===== src/rtl/mem_pkg.sv =====
// Shared definitions for the MEM-stage load/store unit.
// Holds the funct3 access-size encodings, the sequencer state enum, the
// default request timeout and the legality/alignment helpers used by the
// top-level sequencer.
package mem_pkg;

   localparam logic [2:0] F3_B  = 3'b000;
   localparam logic [2:0] F3_H  = 3'b001;
   localparam logic [2:0] F3_W  = 3'b010;
   localparam logic [2:0] F3_BU = 3'b100;
   localparam logic [2:0] F3_HU = 3'b101;

   localparam int TIMEOUT_DEF = 15;

   typedef enum logic [1:0] {
      ST_IDLE = 2'd0,
      ST_REQ  = 2'd1,
      ST_DONE = 2'd2
   } lsu_state_e;

   // Stores only exist in the signed encodings; loads add BU/HU.
   function automatic logic f3_legal(input logic is_store, input logic [2:0] f3);
      if (is_store)
         return (f3 == F3_B) || (f3 == F3_H) || (f3 == F3_W);
      return (f3 == F3_B) || (f3 == F3_H) || (f3 == F3_W) ||
             (f3 == F3_BU) || (f3 == F3_HU);
   endfunction

   // Size is carried in funct3[1:0]: 01 halfword, 10 word.
   function automatic logic misaligned(input logic [1:0] size, input logic [1:0] off);
      case (size)
         2'b01:   return off[0];
         2'b10:   return off != 2'b00;
         default: return 1'b0;
      endcase
   endfunction

endpackage


===== src/rtl/mem_stage_lsu_if.sv =====
// Data-memory request/acknowledge bus between the LSU and data memory.
//   dmem_req/dmem_we/dmem_addr/dmem_be/dmem_wdata : LSU -> memory
//   dmem_ack/dmem_rdata                           : memory -> LSU
interface mem_stage_lsu_if;
   logic        dmem_req;
   logic        dmem_we;
   logic [31:0] dmem_addr;
   logic [3:0]  dmem_be;
   logic [31:0] dmem_wdata;
   logic        dmem_ack;
   logic [31:0] dmem_rdata;

   modport master (
      output dmem_req, dmem_we, dmem_addr, dmem_be, dmem_wdata,
      input  dmem_ack, dmem_rdata
   );

   modport slave (
      input  dmem_req, dmem_we, dmem_addr, dmem_be, dmem_wdata,
      output dmem_ack, dmem_rdata
   );
endinterface


===== src/rtl/lsu_align.sv =====
// Byte-lane steering for the LSU (purely combinational).
//   funct3_i : access size/sign
//   off_i    : byte offset within the word (addr[1:0])
//   wdata_i  : raw store data          -> wdata_o : lane-replicated store data
//   rdata_i  : raw read word           -> load_o  : extended load value
//   be_o     : byte enables for the access
import mem_pkg::*;

module lsu_align (
   input  logic [2:0]  funct3_i,
   input  logic [1:0]  off_i,
   input  logic [31:0] wdata_i,
   input  logic [31:0] rdata_i,
   output logic [3:0]  be_o,
   output logic [31:0] wdata_o,
   output logic [31:0] load_o
);

   logic [7:0]  lane_b;
   logic [15:0] lane_h;

   always_comb begin
      lane_b = rdata_i[7:0];
      case (off_i)
         2'd0:    lane_b = rdata_i[7:0];
         2'd1:    lane_b = rdata_i[15:8];
         2'd2:    lane_b = rdata_i[23:16];
         default: lane_b = rdata_i[31:24];
      endcase
      lane_h = off_i[1] ? rdata_i[31:16] : rdata_i[15:0];
   end

   always_comb begin
      be_o    = 4'b1111;
      wdata_o = wdata_i;
      case (funct3_i[1:0])
         2'b00: begin
            be_o    = 4'b0001 << off_i;
            wdata_o = {4{wdata_i[7:0]}};
         end
         2'b01: begin
            be_o    = off_i[1] ? 4'b1100 : 4'b0011;
            wdata_o = {2{wdata_i[15:0]}};
         end
         default: begin
            be_o    = 4'b1111;
            wdata_o = wdata_i;
         end
      endcase
   end

   always_comb begin
      load_o = rdata_i;
      case (funct3_i)
         F3_B:    load_o = {{24{lane_b[7]}}, lane_b};
         F3_BU:   load_o = {24'd0, lane_b};
         F3_H:    load_o = {{16{lane_h[15]}}, lane_h};
         F3_HU:   load_o = {16'd0, lane_h};
         default: load_o = rdata_i;
      endcase
   end

endmodule


===== src/rtl/mem_stage_lsu.sv =====
// MEM-stage load/store unit. Turns an EX/MEM load or store into a
// request/ack transaction on the data-memory bus, stalls the pipeline
// while it is outstanding, and returns the extended load result.
//   clk, reset            : clock, synchronous active-low reset
//   memRead/memWrite_EX_MEM, funct3_EX_MEM, aluResult_EX_MEM,
//   writeData_EX_MEM      : access request from EX/MEM
//   data                  : registered load result to MEM/WB
//   stall                 : combinational pipeline freeze
//   memFault              : registered one-cycle fault pulse
//   dmem                  : data-memory bus (master side)
//
// state   | meaning
// --------+-----------------------------------------------------------
// IDLE    | no access outstanding; legal access launches a request
// REQ     | request on the bus, waiting for ack or timeout
// DONE    | one-cycle completion; pipeline released, back to IDLE
import mem_pkg::*;

module mem_stage_lsu #(
   parameter int TIMEOUT = TIMEOUT_DEF
) (
   input  logic            clk,
   input  logic            reset,
   input  logic            memRead_EX_MEM,
   input  logic            memWrite_EX_MEM,
   input  logic [2:0]      funct3_EX_MEM,
   input  logic [31:0]     aluResult_EX_MEM,
   input  logic [31:0]     writeData_EX_MEM,
   output logic [31:0]     data,
   output logic            stall,
   output logic            memFault,
   mem_stage_lsu_if.master dmem
);

   localparam logic [3:0] CNT_LAST = 4'(TIMEOUT - 1);

   lsu_state_e  state_q;
   logic [3:0]  cnt_q;
   logic [31:0] data_q;
   logic        fault_q;
   logic        req_q;
   logic        we_q;
   logic [31:0] addr_q;
   logic [3:0]  be_q;
   logic [31:0] wdata_q;
   logic [2:0]  f3_q;
   logic [1:0]  off_q;

   logic        any_req;
   logic        access;
   logic        legal;
   logic        aligned;
   logic        go;
   logic        bad;

   logic [2:0]  al_f3;
   logic [1:0]  al_off;
   logic [3:0]  al_be;
   logic [31:0] al_wdata;
   logic [31:0] al_load;

   assign any_req = memRead_EX_MEM | memWrite_EX_MEM;
   assign access  = memRead_EX_MEM ^ memWrite_EX_MEM;
   assign legal   = ~(memRead_EX_MEM & memWrite_EX_MEM) &
                    f3_legal(memWrite_EX_MEM, funct3_EX_MEM);
   assign aligned = ~misaligned(funct3_EX_MEM[1:0], aluResult_EX_MEM[1:0]);
   assign go      = access & legal & aligned;
   assign bad     = any_req & ~(legal & aligned);

   assign stall = ((state_q == ST_IDLE) & go) | (state_q == ST_REQ);

   // Launch uses the live EX/MEM fields; the load return uses the latched ones.
   assign al_f3  = (state_q == ST_IDLE) ? funct3_EX_MEM : f3_q;
   assign al_off = (state_q == ST_IDLE) ? aluResult_EX_MEM[1:0] : off_q;

   lsu_align u_align (
      .funct3_i (al_f3),
      .off_i    (al_off),
      .wdata_i  (writeData_EX_MEM),
      .rdata_i  (dmem.dmem_rdata),
      .be_o     (al_be),
      .wdata_o  (al_wdata),
      .load_o   (al_load)
   );

   always_ff @(posedge clk) begin
      if (!reset) begin
         state_q <= ST_IDLE;
         cnt_q   <= 4'd0;
         data_q  <= 32'd0;
         fault_q <= 1'b0;
         req_q   <= 1'b0;
         we_q    <= 1'b0;
         addr_q  <= 32'd0;
         be_q    <= 4'd0;
         wdata_q <= 32'd0;
         f3_q    <= 3'd0;
         off_q   <= 2'd0;
      end else begin
         fault_q <= 1'b0;
         case (state_q)
            ST_IDLE: begin
               if (go) begin
                  state_q <= ST_REQ;
                  cnt_q   <= 4'd0;
                  req_q   <= 1'b1;
                  we_q    <= memWrite_EX_MEM;
                  addr_q  <= {aluResult_EX_MEM[31:2], 2'b00};
                  be_q    <= al_be;
                  wdata_q <= memWrite_EX_MEM ? al_wdata : 32'd0;
                  f3_q    <= funct3_EX_MEM;
                  off_q   <= aluResult_EX_MEM[1:0];
               end else if (bad) begin
                  fault_q <= 1'b1;
               end
            end
            ST_REQ: begin
               if (dmem.dmem_ack) begin
                  state_q <= ST_DONE;
                  req_q   <= 1'b0;
                  if (!we_q)
                     data_q <= al_load;
               end else if (cnt_q == CNT_LAST) begin
                  state_q <= ST_DONE;
                  req_q   <= 1'b0;
                  fault_q <= 1'b1;
                  data_q  <= 32'd0;
               end else if (cnt_q != 4'hF) begin
                  cnt_q <= cnt_q + 4'd1;
               end
            end
            ST_DONE: state_q <= ST_IDLE;
            default: state_q <= ST_IDLE;
         endcase
      end
   end

   assign data            = data_q;
   assign memFault        = fault_q;
   assign dmem.dmem_req   = req_q;
   assign dmem.dmem_we    = we_q;
   assign dmem.dmem_addr  = addr_q;
   assign dmem.dmem_be    = be_q;
   assign dmem.dmem_wdata = wdata_q;

endmodule


===== src/flat_wrapper.sv =====
// flat-port wrapper written by rule: the top's interface ports become plain ports
module mem_stage_lsu_flat 
#(
   parameter int TIMEOUT = TIMEOUT_DEF
)
  (clk, reset, memRead_EX_MEM, memWrite_EX_MEM, funct3_EX_MEM, aluResult_EX_MEM, writeData_EX_MEM, data, stall, memFault, dmem_dmem_req, dmem_dmem_we, dmem_dmem_addr, dmem_dmem_be, dmem_dmem_wdata, dmem_dmem_ack, dmem_dmem_rdata);
  mem_stage_lsu_if dmem_i ();
  input  logic clk;
  input  logic reset;
  input  logic memRead_EX_MEM;
  input  logic memWrite_EX_MEM;
  input  logic [2:0] funct3_EX_MEM;
  input  logic [31:0] aluResult_EX_MEM;
  input  logic [31:0] writeData_EX_MEM;
  output logic [31:0] data;
  output logic stall;
  output logic memFault;
  output wire logic [$bits(dmem_i.dmem_req)-1:0] dmem_dmem_req;
  output wire logic [$bits(dmem_i.dmem_we)-1:0] dmem_dmem_we;
  output wire logic [$bits(dmem_i.dmem_addr)-1:0] dmem_dmem_addr;
  output wire logic [$bits(dmem_i.dmem_be)-1:0] dmem_dmem_be;
  output wire logic [$bits(dmem_i.dmem_wdata)-1:0] dmem_dmem_wdata;
  input wire logic [$bits(dmem_i.dmem_ack)-1:0] dmem_dmem_ack;
  input wire logic [$bits(dmem_i.dmem_rdata)-1:0] dmem_dmem_rdata;
  assign dmem_dmem_req = dmem_i.dmem_req;
  assign dmem_dmem_we = dmem_i.dmem_we;
  assign dmem_dmem_addr = dmem_i.dmem_addr;
  assign dmem_dmem_be = dmem_i.dmem_be;
  assign dmem_dmem_wdata = dmem_i.dmem_wdata;
  assign dmem_i.dmem_ack = dmem_dmem_ack;
  assign dmem_i.dmem_rdata = dmem_dmem_rdata;
  mem_stage_lsu #(.TIMEOUT(TIMEOUT)) u_core (.clk(clk), .reset(reset), .memRead_EX_MEM(memRead_EX_MEM), .memWrite_EX_MEM(memWrite_EX_MEM), .funct3_EX_MEM(funct3_EX_MEM), .aluResult_EX_MEM(aluResult_EX_MEM), .writeData_EX_MEM(writeData_EX_MEM), .data(data), .stall(stall), .memFault(memFault), .dmem(dmem_i));
endmodule

===== config.mk =====
export PLATFORM = sky130hd
export DESIGN_NAME = mem_stage_lsu_flat
export DESIGN_NICKNAME = d
export VERILOG_FILES = /design/src/rtl/mem_pkg.sv /design/src/rtl/mem_stage_lsu_if.sv /design/src/rtl/lsu_align.sv /design/src/rtl/mem_stage_lsu.sv /design/src/flat_wrapper.sv
export SDC_FILE = /design/constraint.sdc
export NUM_CORES = 1
export LEC_CHECK = 0
export CAP_MARGIN = 20
export CORE_MARGIN = 4
export CORE_UTILIZATION = 40
export DETAILED_ROUTE_END_ITERATION = 10
export GPL_TIMING_DRIVEN = 0
export PLACE_DENSITY_LB_ADDON = 0.2
export SETUP_SLACK_MARGIN = 0.3
export SLEW_MARGIN = 15
export SYNTH_ARGS = -nofsm -noshare
export SYNTH_HDL_FRONTEND = slang
export SYNTH_SLANG_ARGS = --single-unit

===== constraint.sdc =====
create_clock -name clk -period 2.28 [get_ports clk]
set_input_delay 0.684 -clock clk [delete_from_list [all_inputs] [get_ports clk]]
set_output_delay 0.684 -clock clk [all_outputs]
set_load 0.02 [all_outputs]

==> metrics.txt <==
outcome=finished, violations left; failing checks=negative setup slack; vias per inst=5.85; via count=6228; Post-Route WL=22300 µm; Util after Layout=74.0%; most frequent cells in the layout=110 x dfxtp_1, 102 x dlygate4sd2_1, 94 x clkdlybuf4s50_1; sw frac=31.9%; Clock Sink Count=112; hold_buf cts=0; #FFs+latches synth=112; RSZ-0062 raised after global routing=true; static leakage=4.08 nW; Place WS=-1630 ps; Synth area leaders=dfxtp_1 43%, nand2_1 7.7%, a21oi_1 7.4%; initial antenna violation count=0; synth-to-layout area growth=79.5%; Worst setup SP type=input port; final setup violating endpoints=54; GRT Util Overall=26.2%; Distinct cells, synth=63; Max clock buf depth=2; CP startpoint=aluResult_EX_MEM[1]; number of global-route vias before repair=6042; H-tree depth=3; clock root buffer master=clkbuf_16; Tmin final=2690 ps; Core ar.=12700 µm²; Die Ht=123 µm; Syn Std Cell Area=5250 µm²; hold depth=2; Clock Latency Late Sink=360 ps; fin cells=1064; sequential share of the synthesized area=42.7%; Crit Path Class=input port to output pin; Net Sw Power=1.61 mW; Fill cells=930; worst setup margin=-415 ps; Slew Viols, Final=0; relative slew slack=53.2%; first-pass GRT wire length=30800 µm; metal2 WL=11100 µm; FFs w/ async S/R, synth=0%; routed length on met1=8370 µm; ANT nets after route=0; PwrDens=534 nW/µm²; Min-Delay Startpoint=u_core.dmem.dmem_wdata[21]; required time of the critical path=1600 ps; Reg-to-Reg End=u_core.data[7]; EDFF count, synth=0; NumNets Final=997; Yosys warnings=0; commonest non-fill, non-tap cell in the layout=dfxtp_1; CP endpoint kind=output pin; Yosys top cell area share=42.7%; PortBufs=205; drt first-iter violations=515; arrival time at the worst endpoint=2010 ps; Peak Freq=371 MHz; die area=15000 µm²; Worst VDD drop=0.338 mV; average size of a mapped cell=8.45 µm²; R2R Setup Slk=180 ps; clock slew at the register clock pins of the worst setup and hold paths=70 ps; cell taking the most area after synthesis=dfxtp_1; Max Clock Skew=9.61 ps; I/O pin cnt=208; HPWL after detailed placement=14500 µm; Cell Rows=41; Critical Path Fanout Max=5; Cells after Synth=621; GR Overflow Total=0; max layer used=met4; TNS Setup=-2700 ps; Int Power=3.43 mW; actual slew at the worst max-slew pin=702 ps; total power=5.03 mW; Hold Path Sink=u_core.dmem.dmem_wdata[21]; logic gate share of total power=28.3%; Tightest Hold Check Type=flop to flop; ys flop type=dfxtp_1; CTS buffer count=9; chip width=123 µm; Inst Count DP=999; wire length per cell=20.9 µm; reg-to-reg startpoint=u_core.state_q[1]; drt first pass iters=5; layout cells sized above 1=33.5%; R2R cell count=7; Max Cap Viol=0; Sequential Power Share=41.2%; placer congestion estimate=0.910; CTS tree=built; pin count of the biggest net entering global routing=20; clock share of power=30.5%; Remaining DRCs=0; final hold violation count=0; initial core utilization=41.2%; Met3 Wirelength=1980 µm; final period utilization=118%
[per-stage QoR]
| stage | hold WS, ps | instance area (µm²) |
|---|---|---|
| detailed placement | 447 | 7680 |
| global route | 481 | 9410 |
| finish | 452 | 9420 |
| CTS | 453 | 8600 |
| global placement | 434 | 7680 |
| floorplan | 449 | 5410 |
[cell families after synthesis]
kind of cell | Yosys count | synth area share, %
mux | 29 | 5.72
compound gates | 221 | 27.9
fa+ha+maj | 7 | 1.67
flops | 112 | 42.7
other cells | 1 | 0.0715
xor+xnor | 1 | 0.167
buf+inv | 57 | 4.89
simple gates | 193 | 16.9
[sequential cells by signal (all words and copies together) (netlist names)]
name	cells
u_core.cnt_q	4
u_core.data	32
u_core.dmem.dmem_addr	30
u_core.dmem.dmem_be	4
u_core.dmem.dmem_req	1
u_core.dmem.dmem_wdata	32
u_core.dmem.dmem_we	1
u_core.f3_q	3
u_core.memFault	1
u_core.off_q	2
u_core.state_q	2
[layout make-up]
type	instances	area [µm²]	area share [%]
Multi-Input combinational cell	453	3780	40.2
Timing Repair Buffer	253	2450	26.1
Sequential cell	112	2240	23.8
Buffer	46	377	4.00
Clock buffer	9	225	2.39
Tap cell	172	215	2.28
Inverter	11	61.3	0.651
Clock inverter	6	53.8	0.571
Antenna cell	2	5.00	0.0531
[layer usage]
metal  global-route usage [%]  vias up
li1                         -     2805
met4                     11.3        0
met3                     6.54       66
met1                     31.1     3017
met2                     44.8      340
met5                        0        -
[power by group through the flow]
stage	logic (mW)	clock network [mW]	registers (mW)
5_1_grt	1.49	1.64	2.08
3_5_place_dp	1.05	0	2.12
3_3_place_gp	1.03	0	2.11
2_1_floorplan	0.470	0	2.19
6_report	1.42	1.54	2.07
4_1_cts	1.18	1.56	2.07
[critical path: stages]
cell and delay, ps:
clkdlybuf4s15_1 330, and2_4 240, o21a_4 220, nor3_4 140, nor2_1 90, nor2_2 160
buf_6 140
[repair_timing]
| action | in CTS | in global routing |
|---|---|---|
| pin swaps | 22 | 73 |
| gates cloned | 3 | 5 |
| gates resized for setup | 253 | 167 |
| buffers inserted | 31 | 9 |
| endpoints found under the setup margin | 210 | 114 |
[Yosys cell counts (4+ instances only)]
cell and count:
a211oi_1 7, a21oi_1 78, a22o_1 9, a22oi_1 9
a2bb2oi_1 15, and2_1 5, buf_2 13, buf_4 5
clkbuf_1 27, dfxtp_1 112, ha_1 7, inv_1 11
mux2_2 8, mux2i_1 21, nand2_1 108, nand3_1 7
nor2_1 38, nor3_1 7, o2111ai_1 16, o21ai_0 28
o21ai_1 4, o22ai_1 14, o31ai_1 12, or2_2 4
[worst max path at each step]
stage / end / slack, ps / depth (start not counted)
2_1_floorplan: stall / -60 / 7
3_3_place_gp: stall / -1560 / 9
3_5_place_dp: stall / -1630 / 9
4_1_cts: stall / -350 / 9
5_1_grt: stall / -440 / 7
6_report: stall / -410 / 7
No activity file was read; power rests on OpenSTA's default activity.
==> RTL change 1, RTL diff (same flow settings) <==
Register the output `memFault` once more; this adds one clock of latency there. The other outputs are not delayed to match. Comments in the files are not updated.
--- a/src/rtl/mem_stage_lsu.sv
+++ b/src/rtl/mem_stage_lsu.sv
@@ -137,5 +137,7 @@
 
    assign data            = data_q;
-   assign memFault        = fault_q;
+   always_ff @(posedge clk) begin
+      memFault <= fault_q;
+   end
    assign dmem.dmem_req   = req_q;
    assign dmem.dmem_we    = we_q;
Formal check against the unedited RTL: not equivalent (Yosys sat finds a counterexample within 4 cycles, from zero or initial values and one cycle with reset low).
==> RTL change 1 against the unedited design <==
Setup slack gained 0.16 ns; power grew 26%; final cell count grew 0.47%; non-clock buffer count shrank 9; wire length shrank 5.8%; the run still ends with negative setup slack left; cell area grew 0.64%; worst hold slack lost 0.13 ns; register-to-register slack lost 0.10 ns; critical path depth grew 2; synthesized area shrank 1.9%; first-iteration DRC count shrank 7.8%; sequential cell count grew 1; utilization grew 1.1 points.
==> RTL change 1: results (changes against the unedited design) <==
Layout
  – Filler cells: 886 (-4.7%)
  – # nets final: 994 (-0.30%)
  – Share of cells above drive strength 1: 0.3002 (-0.03461)

Worst hold path
  – Hold depth: 0 (-2)
  – Endpoint of the worst hold path: u_core.memFault
  – Worst Hold Launch: u_core.fault_q

Logic synthesis
  – Mux cell area share after synthesis: 0.04278 (-0.01446)
  – Post-synthesis xor/xnor area fraction: 0.001702 (+0.00003206)
  – Commonest cells post-synth: nand2_1, dfxtp_1, a21oi_1, o21ai_0, a31oi_1
  – Synth top area cells: dfxtp_1, nand2_1, a21oi_1, mux2i_1, o21ai_0
  – Post-synthesis compound-gate area fraction: 0.2657 (-0.01312)
  – Area share of fa/ha/maj cells after synthesis: 0.01702 (+0.0003206)
  – Register area share after synthesis: 0.4395 (+0.01210)

CTS
  – CTS H-Tree Depth: 4 (+1)
  – CTS clk-pin slew, worst paths: 0.05 ns (-0.02 ns)
  – Clk_lat worst skew: 0.42 ns (+0.06 ns)
  – TritonCTS Buffers: 17 (+8)

Global route
  – Largest net degree at the start of global routing: 17 (-15%)
  – Vias in the first global route: 5,688 (-5.9%)
  – Gr usage total: 0.2503 (-0.01116)
  – Initial antenna violation count: 1 (+1)

Place
  – Post-DP Area: 7582 um2 (-1.2%)
  – Final Wtd Congestion: 0.9163 (+0.75%)
  – DP Wirelength: 13.78 mm (-5.2%)

Setup path
  – CP delay by family, top: compound AO/OA/AOI/OAI gates
  – CP max-delay cell: o22a_1
  – Max incr delay on CP: 0.25 ns (-0.08 ns)
  – Crit Reg-Reg Endpoint: u_core.data[4]
  – Flop-to-flop setup slack: 0.08 ns (-0.10 ns)

Timing
  – Worst-margin pin slew: 0.7243 ns (+0.02199 ns)
  – Final Worst Setup Slack: -0.2521 ns (+0.1625 ns)
  – Layout Skew: 0.006658 ns (-0.002952 ns)
  – # setup viols final: 1 (-98%)

Route
  – Iter 0 DRT Violations: 475 (-7.8%)

Run status
  – Failing checks: negative setup slack
  – Status: complete, but fails checks

Power
  – Worst vdd ir: 0.0004102 V (+21%)
## RTL change 1: power by group
part | internal, uW | leakage (uW) | switching (uW)
clock network | 1910 | 0.000310 | 946
logic | 642 | 0.00283 | 734
registers | 2060 | 0.000917 | 69.1
## RTL change 1: through the flow
step,util,std cells,TNS [ns],worst slack (ns),hold slack [ns]
CTS,0.6768,1050,-0.1824,-0.1824,0.3246
global placement,0.6008,998,-89.19,-1.435,0.3137
global route,0.7511,1069,-0.3634,-0.2928,0.3476
floorplan,-,621,0,0.009985,0.3096
detailed placement,0.6008,998,-97.42,-1.452,0.3121
finish,0.7511,1069,-0.2521,-0.2521,0.3260
## RTL change 1: kinds of logic after synthesis
| family | count (synthesis) |
|---|---|
| other cells | 1 |
| compound gates | 209 |
| buf+inv | 59 |
| simple gates | 208 |
| fa+ha+maj | 7 |
| mux | 22 |
| flops | 113 |
| xor+xnor | 1 |
## RTL change 1: how the worst max path moves through the flow
stage	depth (start not counted)	slack, ns	from	to
4_1_cts	9	-0.18	funct3_EX_MEM[1]	stall
3_5_place_dp	9	-1.45	funct3_EX_MEM[1]	stall
3_3_place_gp	9	-1.43	funct3_EX_MEM[1]	stall
2_1_floorplan	7	0.01	funct3_EX_MEM[1]	stall
6_report	9	-0.25	funct3_EX_MEM[0]	stall
5_1_grt	9	-0.29	funct3_EX_MEM[0]	stall
## RTL change 1: area by class of cell
cell class                      instances  area, um2  share of cell area
Antenna cell                            1      2.502           0.0002640
Buffer                                 47      404.1             0.04263
Clock buffer                           22      474.2             0.05003
Clock inverter                         10      156.4             0.01650
Inverter                               12      60.06            0.006336
Multi-Input combinational cell        449       3500              0.3692
Sequential cell                       113       2267              0.2392
Tap cell                              172      215.2             0.02270
Timing Repair Buffer                  243       2400              0.2532
## RTL change 1: repair_timing
| action | in CTS | in global routing |
|---|---|---|
| cloned | 1 | 5 |
| endpoints found under the hold margin | 0 | 0 |
| setup buffers | 19 | 13 |
| hold buffers | 0 | 0 |
| pin swaps | 11 | 53 |
| endpoints found under the setup margin | 213 | 109 |
| gates resized for setup | 205 | 205 |
## RTL change 1: worst reg2reg max path: stages (launching register included)
cell     delay (ns)
dfxtp_2        0.37
buf_4          0.20
nor4b_1        0.57
a31oi_4        0.09
a21oi_1        0.46
nor2_1         0.08
o41ai_1        0.33
## RTL change 1: routing by layer
metal	wire, um	GRT usage	vias to the layer above	share of wire
met5	0	0	-	0
met4	694	0.1022	0	0.033
met3	1795	0.07506	69	0.086
met2	10650	0.4252	322	0.51
met1	7837	0.2938	2874	0.37
li1	-	-	2776	-
==> RTL change 2, RTL diff (same flow settings) <==
Without the edit above. `TIMEOUT_DEF`: 15 -> 7.
--- a/src/rtl/mem_pkg.sv
+++ b/src/rtl/mem_pkg.sv
@@ -11,5 +11,5 @@
    localparam logic [2:0] F3_HU = 3'b101;
 
-   localparam int TIMEOUT_DEF = 15;
+   localparam int TIMEOUT_DEF = 7;
 
    typedef enum logic [1:0] {
Function: same outputs for any inputs over 4 cycles, from zero or initial values and one cycle with reset low; that may be too few to reach the edited logic, so the function may still have changed.
==> RTL change 2 against the unedited design <==
The flow still finishes with violations (negative setup slack); synthesized area down 1.0%; critical path type unchanged; critical path depth is 1 higher; power is 1.1% higher; cell area shrank 0.48%; largest cell class unchanged; largest power group unchanged; final cell count shrank 2.1%; sequential cell count did not move; setup slack improved by 0.11 ns; wire length is 7.8% lower.
==> RTL change 2: results (changes against the unedited design) <==
Layout
  – Sequential cell area share: 0.2397 (+0.001413)
  – Invs w/o clock: 15 (+4)
  – Number of clock buffers in the layout: 10 (+1)
  – Comb_multi_in: 425 (-6.2%)
  – N_diodes: 0 (-2)
  – Multi-input logic portion of the cell area: 0.3805 (-0.02103)
  – Share of cells above drive strength 1: 0.2989 (-0.03598)
  – Fin cells: 1,042 (-2.1%)
  – Signal buffers share of area: 0.3158 (+0.01519)
  – Filler cells: 931 (+0.11%)

Setup path
  – CP max FO: 3 (-2)
  – CP max-delay cell: or3_4
  – Crit Reg-Reg Endpoint: u_core.dmem.dmem_wdata[17]
  – Max incr delay on CP: 0.37 ns (+0.04 ns)
  – Crit path DAT: 1.90 ns (-0.11 ns)

Global route
  – Gr usage total: 0.2555 (-0.005997)
  – Largest net degree at the start of global routing: 19 (-5.0%)
  – First-pass GRT wire length: 30.19 mm (-2.0%)

CTS
  – Post-CTS sizing: 271 (+7.1%)

Logic synthesis
  – Synth top area cells: dfxtp_1, nand3_1, nand2_1, mux2i_1, a22o_1
  – Register area share after synthesis: 0.4319 (+0.004532)
  – Commonest cells post-synth: dfxtp_1, nand2_1, nand3_1, clkbuf_1, nor2_1
  – Syn Area/Cell: 8.623 um2 (+2.1%)

Place
  – Final Wtd Congestion: 0.8449 (-7.1%)
  – Dpl ws: -1.573 ns (+0.05705 ns)
  – Post-DP Area: 7710 um2 (+0.44%)
  – Dpl cells: 980 (-1.9%)

Timing
  – Final Worst Setup Slack: -0.3065 ns (+0.1082 ns)
  – Slew HR: 0.5315 (about the same)
  – # setup viols final: 69 (+28%)

Power
  – Worst vdd ir: 0.0003045 V (-10%)
  – Clk. pwr: 1630 uW (+6%)
  – P_leak: 0.004230 uW (+3.7%)
  – Net Sw Frac: 0.2971 (-0.02229)
  – Comb power: 1380 uW (-3%)

Run status
  – Status: complete, but fails checks
  – Failing checks: negative setup slack

Worst hold path
  – Worst Hold Launch: u_core.dmem.dmem_addr[29]
  – Endpoint of the worst hold path: u_core.dmem.dmem_addr[29]

Route
  – DR WL/cell: 19.70 um (-5.8%)
  – Iter 0 DRT Violations: 423 (-18%)
  – Via/cell ratio: 5.707 (-2.5%)
## RTL change 2: through the flow
stage | hold slack (ns) | total power (uW) | utilization | TNS (ns)
after global routing | 0.4752 | 5277 | 0.7398 | -15.28
after detailed placement | 0.4426 | 3150 | 0.6085 | -106.91
after floorplan | 0.4353 | 2654 | - | -3.620
after CTS | 0.4524 | 4934 | 0.6878 | -9.843
final | 0.4471 | 5091 | 0.7398 | -12.53
after global placement | 0.4360 | 3132 | 0.6081 | -100.95
## RTL change 2: worst max path at each step
stage | depth (start not counted) | slack, ns | endpoint | from
detailed placement | 8 | -1.57 | stall | funct3_EX_MEM[1]
global placement | 8 | -1.54 | stall | funct3_EX_MEM[1]
global route | 8 | -0.33 | stall | funct3_EX_MEM[0]
finish | 8 | -0.31 | stall | funct3_EX_MEM[0]
floorplan | 10 | -0.14 | u_core.dmem.dmem_wdata[28] | funct3_EX_MEM[1]
CTS | 8 | -0.26 | stall | funct3_EX_MEM[1]
## RTL change 2: cell families (layout without fill, tap and decap cells)
| kind of cell | count (synthesis) | after routing | share of synthesized area |
|---|---|---|---|
| AOI/OAI and AO/OA | 169 | 170 | 0.2415 |
| xor gates and xnor gates | 2 | 2 | 0.003375 |
| adders and majority gates | 7 | 7 | 0.01687 |
| buffers and inverters | 67 | 333 | 0.05760 |
| DFF | 112 | 112 | 0.4319 |
| muxes | 26 | 26 | 0.05182 |
| other | 1 | 2 | 0.0007224 |
| and+or+nand+nor | 218 | 218 | 0.1962 |
## RTL change 2: metal layers
metal,vias to the layer above,global-route usage,routed length (um),share of wire
met3,31,0.06082,1671,0.081
met1,2886,0.3186,8239,0.40
met4,0,0.08543,397,0.019
met2,265,0.4344,10220,0.50
met5,-,0,0,0
li1,2765,-,-,-
